--- config.mk ---
export PLATFORM = sky130hd
export DESIGN_NAME = memory_arbiter
export DESIGN_NICKNAME = d
export VERILOG_FILES = /design/src/rtl/memory_arbiter_pkg.sv /design/src/rtl/memory_arbiter.sv
export SDC_FILE = /design/constraint.sdc
export NUM_CORES = 1
export LEC_CHECK = 0
export CAP_MARGIN = 5
export CORE_MARGIN = 5
export CORE_UTILIZATION = 43
export DETAILED_ROUTE_END_ITERATION = 8
export PLACE_DENSITY_LB_ADDON = 0.1
export SLEW_MARGIN = 25
export SYNTH_ARGS = -nofsm -noshare
export SYNTH_HDL_FRONTEND = slang
export SYNTH_SLANG_ARGS = --single-unit
--- constraint.sdc ---
create_clock -name clk -period 3.15 [get_ports clk]
set_clock_uncertainty 0.1 [all_clocks]
set_input_delay 0.945 -clock clk [delete_from_list [all_inputs] [get_ports clk]]
set_output_delay 0.945 -clock clk [all_outputs]
set_load 0.05 [all_outputs]
--- src/rtl/memory_arbiter_pkg.sv ---
// Shared definitions for the two-port memory arbiter and the RAM it fronts:
// FSM encoding, default geometry and the round-robin grant decision.
package memory_arbiter_pkg;

    localparam int ADDR_W_DEF = 7;
    localparam int DATA_W_DEF = 8;

    typedef enum logic [1:0] {
        ST_IDLE   = 2'd0,
        ST_ACCESS = 2'd1,
        ST_RESP   = 2'd2
    } arb_state_t;

    // Returns the winning requester index (0 or 1); a tie goes to whoever did not win last.
    function automatic logic pick_grant(input logic req0, input logic req1, input logic last_grant);
        if (req0 && req1) begin
            return ~last_grant;
        end
        return req1;
    endfunction

endpackage

--- src/rtl/memory_arbiter.sv ---
// Round-robin arbiter giving two requesters fixed-latency access to a single-port RAM.
// Every output is a register; requests are sampled only while idle.
module memory_arbiter
    import memory_arbiter_pkg::*;
#(
    parameter int ADDR_W = ADDR_W_DEF,
    parameter int DATA_W = DATA_W_DEF
) (
    input  logic              clk,
    input  logic              reset,
    input  logic              req0,
    input  logic              req1,
    input  logic              we0,
    input  logic              we1,
    input  logic [ADDR_W-1:0] addr0,
    input  logic [ADDR_W-1:0] addr1,
    input  logic [DATA_W-1:0] wdata0,
    input  logic [DATA_W-1:0] wdata1,
    output logic              ack0,
    output logic              ack1,
    output logic [DATA_W-1:0] rdata,
    output logic              busy,
    output logic              mem_en,
    output logic              mem_read,
    output logic              mem_write,
    output logic [ADDR_W-1:0] mem_addr,
    output logic [DATA_W-1:0] mem_wdata,
    input  logic [DATA_W-1:0] mem_rdata
);

    arb_state_t        state_q, state_d;
    logic              grant_q, grant_d;
    logic              last_grant_q, last_grant_d;
    logic              ack0_q, ack0_d;
    logic              ack1_q, ack1_d;
    logic              busy_q, busy_d;
    logic              mem_en_q, mem_en_d;
    logic              mem_read_q, mem_read_d;
    logic              mem_write_q, mem_write_d;
    logic [ADDR_W-1:0] mem_addr_q, mem_addr_d;
    logic [DATA_W-1:0] mem_wdata_q, mem_wdata_d;
    logic [DATA_W-1:0] rdata_q, rdata_d;
    logic              gnt_sel;
    logic              we_sel;

    always_ff @(posedge clk or posedge reset) begin
        if (reset) begin
            state_q      <= ST_IDLE;
            grant_q      <= 1'b0;
            last_grant_q <= 1'b1;
            ack0_q       <= 1'b0;
            ack1_q       <= 1'b0;
            busy_q       <= 1'b0;
            mem_en_q     <= 1'b0;
            mem_read_q   <= 1'b0;
            mem_write_q  <= 1'b0;
            mem_addr_q   <= '0;
            mem_wdata_q  <= '0;
            rdata_q      <= '0;
        end else begin
            state_q      <= state_d;
            grant_q      <= grant_d;
            last_grant_q <= last_grant_d;
            ack0_q       <= ack0_d;
            ack1_q       <= ack1_d;
            busy_q       <= busy_d;
            mem_en_q     <= mem_en_d;
            mem_read_q   <= mem_read_d;
            mem_write_q  <= mem_write_d;
            mem_addr_q   <= mem_addr_d;
            mem_wdata_q  <= mem_wdata_d;
            rdata_q      <= rdata_d;
        end
    end

    // Strobes and acks default low so each is a single-cycle pulse in its own state.
    always_comb begin
        state_d      = state_q;
        grant_d      = grant_q;
        last_grant_d = last_grant_q;
        ack0_d       = 1'b0;
        ack1_d       = 1'b0;
        mem_en_d     = 1'b0;
        mem_read_d   = 1'b0;
        mem_write_d  = 1'b0;
        mem_addr_d   = mem_addr_q;
        mem_wdata_d  = mem_wdata_q;
        rdata_d      = rdata_q;
        gnt_sel      = pick_grant(req0, req1, last_grant_q);
        we_sel       = gnt_sel ? we1 : we0;

        case (state_q)
            ST_IDLE: begin
                if (req0 || req1) begin
                    state_d      = ST_ACCESS;
                    grant_d      = gnt_sel;
                    last_grant_d = gnt_sel;
                    mem_en_d     = 1'b1;
                    mem_read_d   = ~we_sel;
                    mem_write_d  = we_sel;
                    mem_addr_d   = gnt_sel ? addr1 : addr0;
                    mem_wdata_d  = gnt_sel ? wdata1 : wdata0;
                end
            end
            ST_ACCESS: begin
                state_d = ST_RESP;
                // mem_read_q is still the latched ~we here, so it marks a read transaction.
                if (mem_read_q) begin
                    rdata_d = mem_rdata;
                end
                ack0_d = ~grant_q;
                ack1_d = grant_q;
            end
            ST_RESP: begin
                state_d = ST_IDLE;
            end
            default: begin
                state_d = ST_IDLE;
            end
        endcase

        busy_d = (state_d != ST_IDLE);
    end

    assign ack0      = ack0_q;
    assign ack1      = ack1_q;
    assign rdata     = rdata_q;
    assign busy      = busy_q;
    assign mem_en    = mem_en_q;
    assign mem_read  = mem_read_q;
    assign mem_write = mem_write_q;
    assign mem_addr  = mem_addr_q;
    assign mem_wdata = mem_wdata_q;

endmodule

==> metrics.txt, run 1 <==
peak supply drop=600.5 µV; number of antenna violations at the first check in global routing=0; final-report max-slew violation count=0; areal power density over the cells=1115 nW/µm²; setup slack of the critical path after layout=roughly 0.6 ns; post-cts hold buffer count=0; Internal Dissipation=~1.5 mW; Bufs on Longest Clock Path=2; Post-DP HPWL=2453 µm; I/O pin total=73; Detailed Routing Iterations Pass 1=4; Critical Path Fanout Max=2; Critical Path, Cell by Cell=clkdlybuf4s50_1; proportion of layout cells with a drive suffix above 1=29.48%; Leakage Power=between 1 and 1.5 nW; Reg clk slew, reported paths=0.10 ns; library cell with the largest summed area after synthesis=sky130_fd_sc_hd__dfrtp_1; portion of netlist area occupied by mux cells=35.02%; Critical Path Start Type=register; die outline area=between 4000 and 5000 µm²; sequential share of power=28.6%; total number of placement rows=21; overall die height=68.22 µm; number of synthesized register bits=33; transition time at the pin with the least slew margin=0.5149 ns; Floorplan Core Area=3311 µm²; fraction of power spent switching nets=44.06%; input/output buffers=72; worst hold path type=reg2reg; fraction of synthesized cell area in xor and xnor cells=0%; CTS Sinks=33; Net Sw Power=~1.1 mW; maximum clock frequency=390.9 MHz; via count=between 1,000 and 1,500; PnR Total Power=2.596 mW; final total negative setup slack=0 ns; slowest stage cell, crit path=sky130_fd_sc_hd__clkdlybuf4s50_1; minimum clock period=approximately 2.6 ns; aggregate global-route resource usage=15.43%; Starting Density=approximately 44%; worst hold slack=0.3732 ns; clock tree root driver cell=sky130_fd_sc_hd__clkbuf_4; buffer count from post-CTS setup fixing=0; unique cell type count in the Yosys netlist=15; total buffers and inverters traversed by the critical path=1; setup slack after placement=just under 0.4 ns; fraction of the core area covered by cells at the end of the flow=70.29%; pin count of the biggest net entering global routing=34; cell count after placement=211; signal arrival time at the worst endpoint=1.51 ns; Setup crit end kind=primary output; number of remaining DRC errors=0; via count normalized by instance count=4.589; Max-Slew Margin vs Limit=65.57%; level count of the clock H-tree=2; post-synthesis instance total=93; final setup fails=0; horizontal die dimension=between 60 and 70 µm; final count of hold timing violations=0; post-synthesis simple-gate area fraction=3.948%; clock tree from TritonCTS=yes; combinational family with the most area after synthesis=multiplexers; Crit Path Class=reg2out; global route total overflow=0; net count after synthesis=approximately 140; DP Area=2242 µm²; global-route wire length before repair=~5100 µm; run status=finished, final reports clean; clock latency at the later pin of the worst-skew pair=approximately 0.33 ns; count of inserted antenna diode cells=0; area share of the largest cell type after synthesis=between 50% and 60%; number of max-cap violations=0; post-route non-filler standard cell count=219; syn_area_per_cell=about 16 µm²; routed length per placed instance=14.94 µm; synth warn=0; complex-gate fraction of the synthesized area=less than 1%; total number of nets in the final design=216; combinational share of power=58.8%; register area share after synthesis=56.74%; post-cts gate resize count=0; vias in the first global route=1,059; Num CTS Buffers=5; clock group share of total power=12.6%; area growth from synthesis to layout=59.66%; number of DRC violations after detailed-routing iteration 0=24; Placer Congestion=0.6796; remaining antenna violation count after routing=0; aggregate routed wire length=3271 µm; summed instance area of the synthesized netlist=1458 µm²; design area=about 2300 µm²; Worst Path Required=2.10 ns; CP delay by family, top=buffers and inverters; crit share post-route=81.21%; unrepaired setup endpoints after global routing=no; largest cells by area after synthesis=sky130_fd_sc_hd__dfrtp_1, sky130_fd_sc_hd__mux2_2, sky130_fd_sc_hd__mux2_4; post-synthesis share of cell area spent on full adders, half adders and majority gates=0%; stage delay of the slowest cell on the critical path=about 0.8 ns
## final cells by class
class                   count  area, µm²
well taps                  46      57.56
multi-input cells          53      583.1
flip-flops and latches     33      827.0
inverters                   3      11.26
fillers                   264      983.4
clock buffers               7      55.05
repair buffers             76      763.2
clock inverters             1      30.03
## flip-flops by register name, indices dropped and copies added, names as in the netlist
name / flops
ack0: 1
ack1: 1
busy: 1
grant_q: 1
last_grant_q: 1
mem_addr: 7
mem_en: 1
mem_read: 1
mem_wdata: 8
mem_write: 1
rdata: 8
state_q: 2
## layout by cell type, fill, tap and decap left out, drive strengths merged, types with 2 or more instances in the layout
cell type,instances
nor3,3
nor2,2
clkbuf,7
clkdlybuf4s50,72
dfrtp,32
mux2i,3
mux2,38
nor2b,2
and2,3
buf,4
inv,3
## layer usage
layer	GRT usage (%)	routed length [µm]	part of all wire (%)
met1	17.40	1235	38
met2	26.47	1700	52
met3	5.090	290	8.9
met4	6.700	45	1.4
met5	0	0	0
## cell families after synthesis
family / after synthesis
AO/OA/AOI/OAI: 1
buffers and inverters: 7
flip-flops: 33
multiplexers: 41
AND/OR/NAND/NOR: 11
## worst reg2reg max path: stages, from the launching register on
cell	delay (ns)
sky130_fd_sc_hd__dfstp_2	0.54
sky130_fd_sc_hd__a21bo_1	0.26
sky130_fd_sc_hd__buf_12	0.20
sky130_fd_sc_hd__mux2_2	0.35
sky130_fd_sc_hd__mux2_2	0.26
## Yosys cell counts
cell and instances:
sky130_fd_sc_hd__dfrtp_1 32, sky130_fd_sc_hd__mux2_2 24, sky130_fd_sc_hd__mux2_4 14, sky130_fd_sc_hd__and2_1 3, sky130_fd_sc_hd__inv_1 3, sky130_fd_sc_hd__mux2i_1 3
sky130_fd_sc_hd__nor3_1 3, sky130_fd_sc_hd__buf_2 2, sky130_fd_sc_hd__nor2_1 2, sky130_fd_sc_hd__nor2b_1 2, sky130_fd_sc_hd__a21bo_1 1, sky130_fd_sc_hd__buf_12 1
sky130_fd_sc_hd__buf_6 1, sky130_fd_sc_hd__dfstp_2 1, sky130_fd_sc_hd__nand2_1 1
## power by group through the flow
stage	clock, mW	combinational, mW	sequential [mW]
floorplan	0	0.393	1.38
global route	0.359	1.59	0.773
finish	0.326	1.53	0.744
global placement	0	1.52	0.741
CTS	0.339	1.55	0.748
detailed placement	0	1.54	0.753
## final timing paths
| path | from | end | slack (ns) | cells after the start |
|---|---|---|---|---|
| max in group asynchronous | reset | last_grant_q | 1.72 | 3 |
| max | mem_addr[0] | mem_addr[0] | 0.59 | 1 |
| min in group asynchronous | reset | mem_addr[0] | 0.90 | 3 |
| max reg2reg | last_grant_q | mem_addr[5] | 1.33 | 4 |
| min reg2reg | last_grant_q | last_grant_q | 0.37 | 2 |
| min | last_grant_q | last_grant_q | 0.37 | 2 |
No activity file was read; power rests on OpenSTA's default activity.
==> run 2: changes to the inputs <==
--- a/config.mk
+++ b/config.mk
@@ -7,7 +7,7 @@
 export LEC_CHECK = 0
 export CAP_MARGIN = 5
 export CORE_MARGIN = 5
-export CORE_UTILIZATION = 43
+export CORE_UTILIZATION = 36
 export DETAILED_ROUTE_END_ITERATION = 8
 export PLACE_DENSITY_LB_ADDON = 0.1
 export SLEW_MARGIN = 25
==> constraint.sdc (replaced) <==
create_clock -name clk -period 2.25 [get_ports clk]
set_clock_uncertainty 0.1 [all_clocks]
set_input_delay 0.675 -clock clk [delete_from_list [all_inputs] [get_ports clk]]
set_output_delay 0.675 -clock clk [all_outputs]
set_load 0.05 [all_outputs]
==> run 2 against run 1 <==
Effect of this change:
- sequential share of layout area fell by 0.17 points
- combinational power up 35%
- final cell count up 4.1%
- worst setup slack worse by 0.53 ns
- critical endpoint is now ack1
==> metrics.txt, run 2 (synthesized netlist as in run 1, its figures left out) <==
clock tree from TritonCTS=yes; total buffers and inverters traversed by the critical path=1 (unchanged); total number of placement rows=23 (+9.5%); post-route non-filler standard cell count=228 (+4.1%); routed length on met2=1489 µm (-12%); Placer Congestion=0.7503 (+10%); Crit Path Class=reg2out; clock tree root driver cell=sky130_fd_sc_hd__clkbuf_8; maximum clock frequency=457.1 MHz; number of remaining DRC errors=0 (unchanged); pin count of the biggest net entering global routing=17 (-50%); cell count after placement=220 (+4.3%); Floorplan Core Area=3971 µm² (+20%); PnR Total Power=3.682 mW (+42%); routed length per placed instance=14.21 µm (-4.9%); Bufs on Longest Clock Path=2 (unchanged); setup slack of the critical path after layout=0.06224 ns (-0.5296 ns); Critical Path, Cell by Cell=clkdlybuf4s50_1; most common library cell in the layout ignoring fill and taps=sky130_fd_sc_hd__clkdlybuf4s50_1; routed wl met3=356 µm (+23%); aggregate global-route resource usage=12.88% (-2.6 points); final count of hold timing violations=0 (unchanged); input/output buffers=72 (unchanged); proportion of layout cells with a drive suffix above 1=46.07% (+17 points); sink of the worst hold path=last_grant_q; vias in the first global route=1,146 (+8.2%); Post-DP HPWL=2524 µm (+2.9%); crit share post-route=97.23%; final setup fails=0 (unchanged); Metal-1 WL=1319 µm (+6.8%); I/O pin total=73 (unchanged); areal power density over the cells=1574 nW/µm² (+41%); reg2reg path depth=4 (unchanged); worst hold slack=0.3708 ns (-0.002351 ns); total number of nets in the final design=221 (+2.3%); CP delay by family, top=buffers and inverters; area growth from synthesis to layout=60.43%; Critical Path Fanout Max=1 (-1); final-report max-slew violation count=0 (unchanged); Worst R2R End=mem_wdata[1]; via count normalized by instance count=4.434 (-3.4%); number of max-cap violations=0 (unchanged); count of inserted antenna diode cells=0 (unchanged); top routing layer used=met4; Detailed Routing Iterations Pass 1=2 (-2); design area=2338 µm² (+0.48%); CTS Sinks=33 (unchanged); overall die height=73.63 µm (+7.9%); fraction of the core area covered by cells at the end of the flow=58.88% (-11 points); peak supply drop=766.5 µV (+28%); level count of the clock H-tree=2 (unchanged); global-route wire length before repair=5250 µm (+2.4%); clock latency at the later pin of the worst-skew pair=0.28 ns (-0.05 ns); signal arrival time at the worst endpoint=1.41 ns (-0.10 ns); setup slack after placement=-0.1102 ns (-0.4942 ns); commonest cells after routing, fill and taps aside=sky130_fd_sc_hd__clkdlybuf4s50_1, sky130_fd_sc_hd__buf_4, sky130_fd_sc_hd__dfrtp_1; final total negative setup slack=0 ns (unchanged); slowest stage cell, crit path=sky130_fd_sc_hd__clkdlybuf4s50_1; Leakage Power=1.090 nW (+7.6%); Num CTS Buffers=5 (unchanged); Reg clk slew, reported paths=0.06 ns (-0.04 ns); minimum clock period=roughly 2.2 ns; Worst Path Required=1.47 ns (-0.63 ns); unrepaired setup endpoints after global routing=no; remaining antenna violation count after routing=0 (unchanged); die outline area=5421 µm² (+16%); Critical Path Start Type=register; aggregate routed wire length=3240 µm (-0.95%); run status=finished, final reports clean; horizontal die dimension=73.63 µm (+7.9%); Setup crit end kind=primary output; transition time at the pin with the least slew margin=0.5197 ns (+0.004857 ns); launch instance of the worst register-to-register path=last_grant_q; number of antenna violations at the first check in global routing=0 (unchanged); worst hold path type=reg2reg; via count=1,011 (+0.60%); number of DRC violations after detailed-routing iteration 0=11 (-54%); stage delay of the slowest cell on the critical path=0.81 ns (about the same); post-cts hold buffer count=0 (unchanged); worst hold stages=2 (unchanged); critical hold path startpoint=last_grant_q; Max-Slew Margin vs Limit=65.24% (-0.32 points); Starting Density=36.70% (-7.3 points); DP Area=2220 µm² (-1.0%); global route total overflow=0 (unchanged); setup slack on the worst flop-to-flop path=0.58 ns (-0.75 ns)
## run 2: cell types whose count changed in the layout (fill, tap and decap cells not counted)
| cell | delta |
|---|---|
| sky130_fd_sc_hd__clkdlybuf4s50_1 | -27 |
| sky130_fd_sc_hd__clkbuf_4 | -5 |
| sky130_fd_sc_hd__dlymetal6s2s_1 | +1 |
| sky130_fd_sc_hd__buf_4 | +31 |
| sky130_fd_sc_hd__clkbuf_8 | +5 |
## run 2: report_power, final
group,internal (mW),switching (mW)
clock network,0.361,0.206
registers,0.891,0.155
logic,0.811,1.26
total,2.06,1.62
## run 2: worst max path at each step
stage	slack [ns]	start	endpoint	depth (start not counted)
2_1_floorplan	0.36	req1	mem_addr[2]	5
3_3_place_gp	-0.07	req0	mem_wdata[1]	5
3_5_place_dp	-0.11	req1	mem_wdata[1]	5
4_1_cts	0.04	ack1	ack1	1
5_1_grt	0.02	ack1	ack1	1
6_report	0.06	ack1	ack1	1
## run 2: metal layers
| layer | GRT usage [%] | up-vias |
|---|---|---|
| li1 | - | 489 |
| met1 | 15.02 | 463 |
| met2 | 20.67 | 50 |
| met3 | 4.378 | 9 |
| met4 | 7.042 | 0 |
| met5 | 0 | - |
## run 2: area by class of cell
class / instances / area, µm²
clock buffers: 7 / 86.33
well taps: 50 / 62.56
inverters: 3 / 11.26
multi-input cells: 53 / 583.1
flip-flops and latches: 33 / 827.0
clock inverters: 1 / 30.03
repair buffers: 81 / 738.2
fillers: 341 / 1633
## run 2: repair_timing
action / in CTS / in global routing
gates resized for setup: 0 / 1
setup buffers: 0 / 0
setup endpoints to repair: 0 / 1
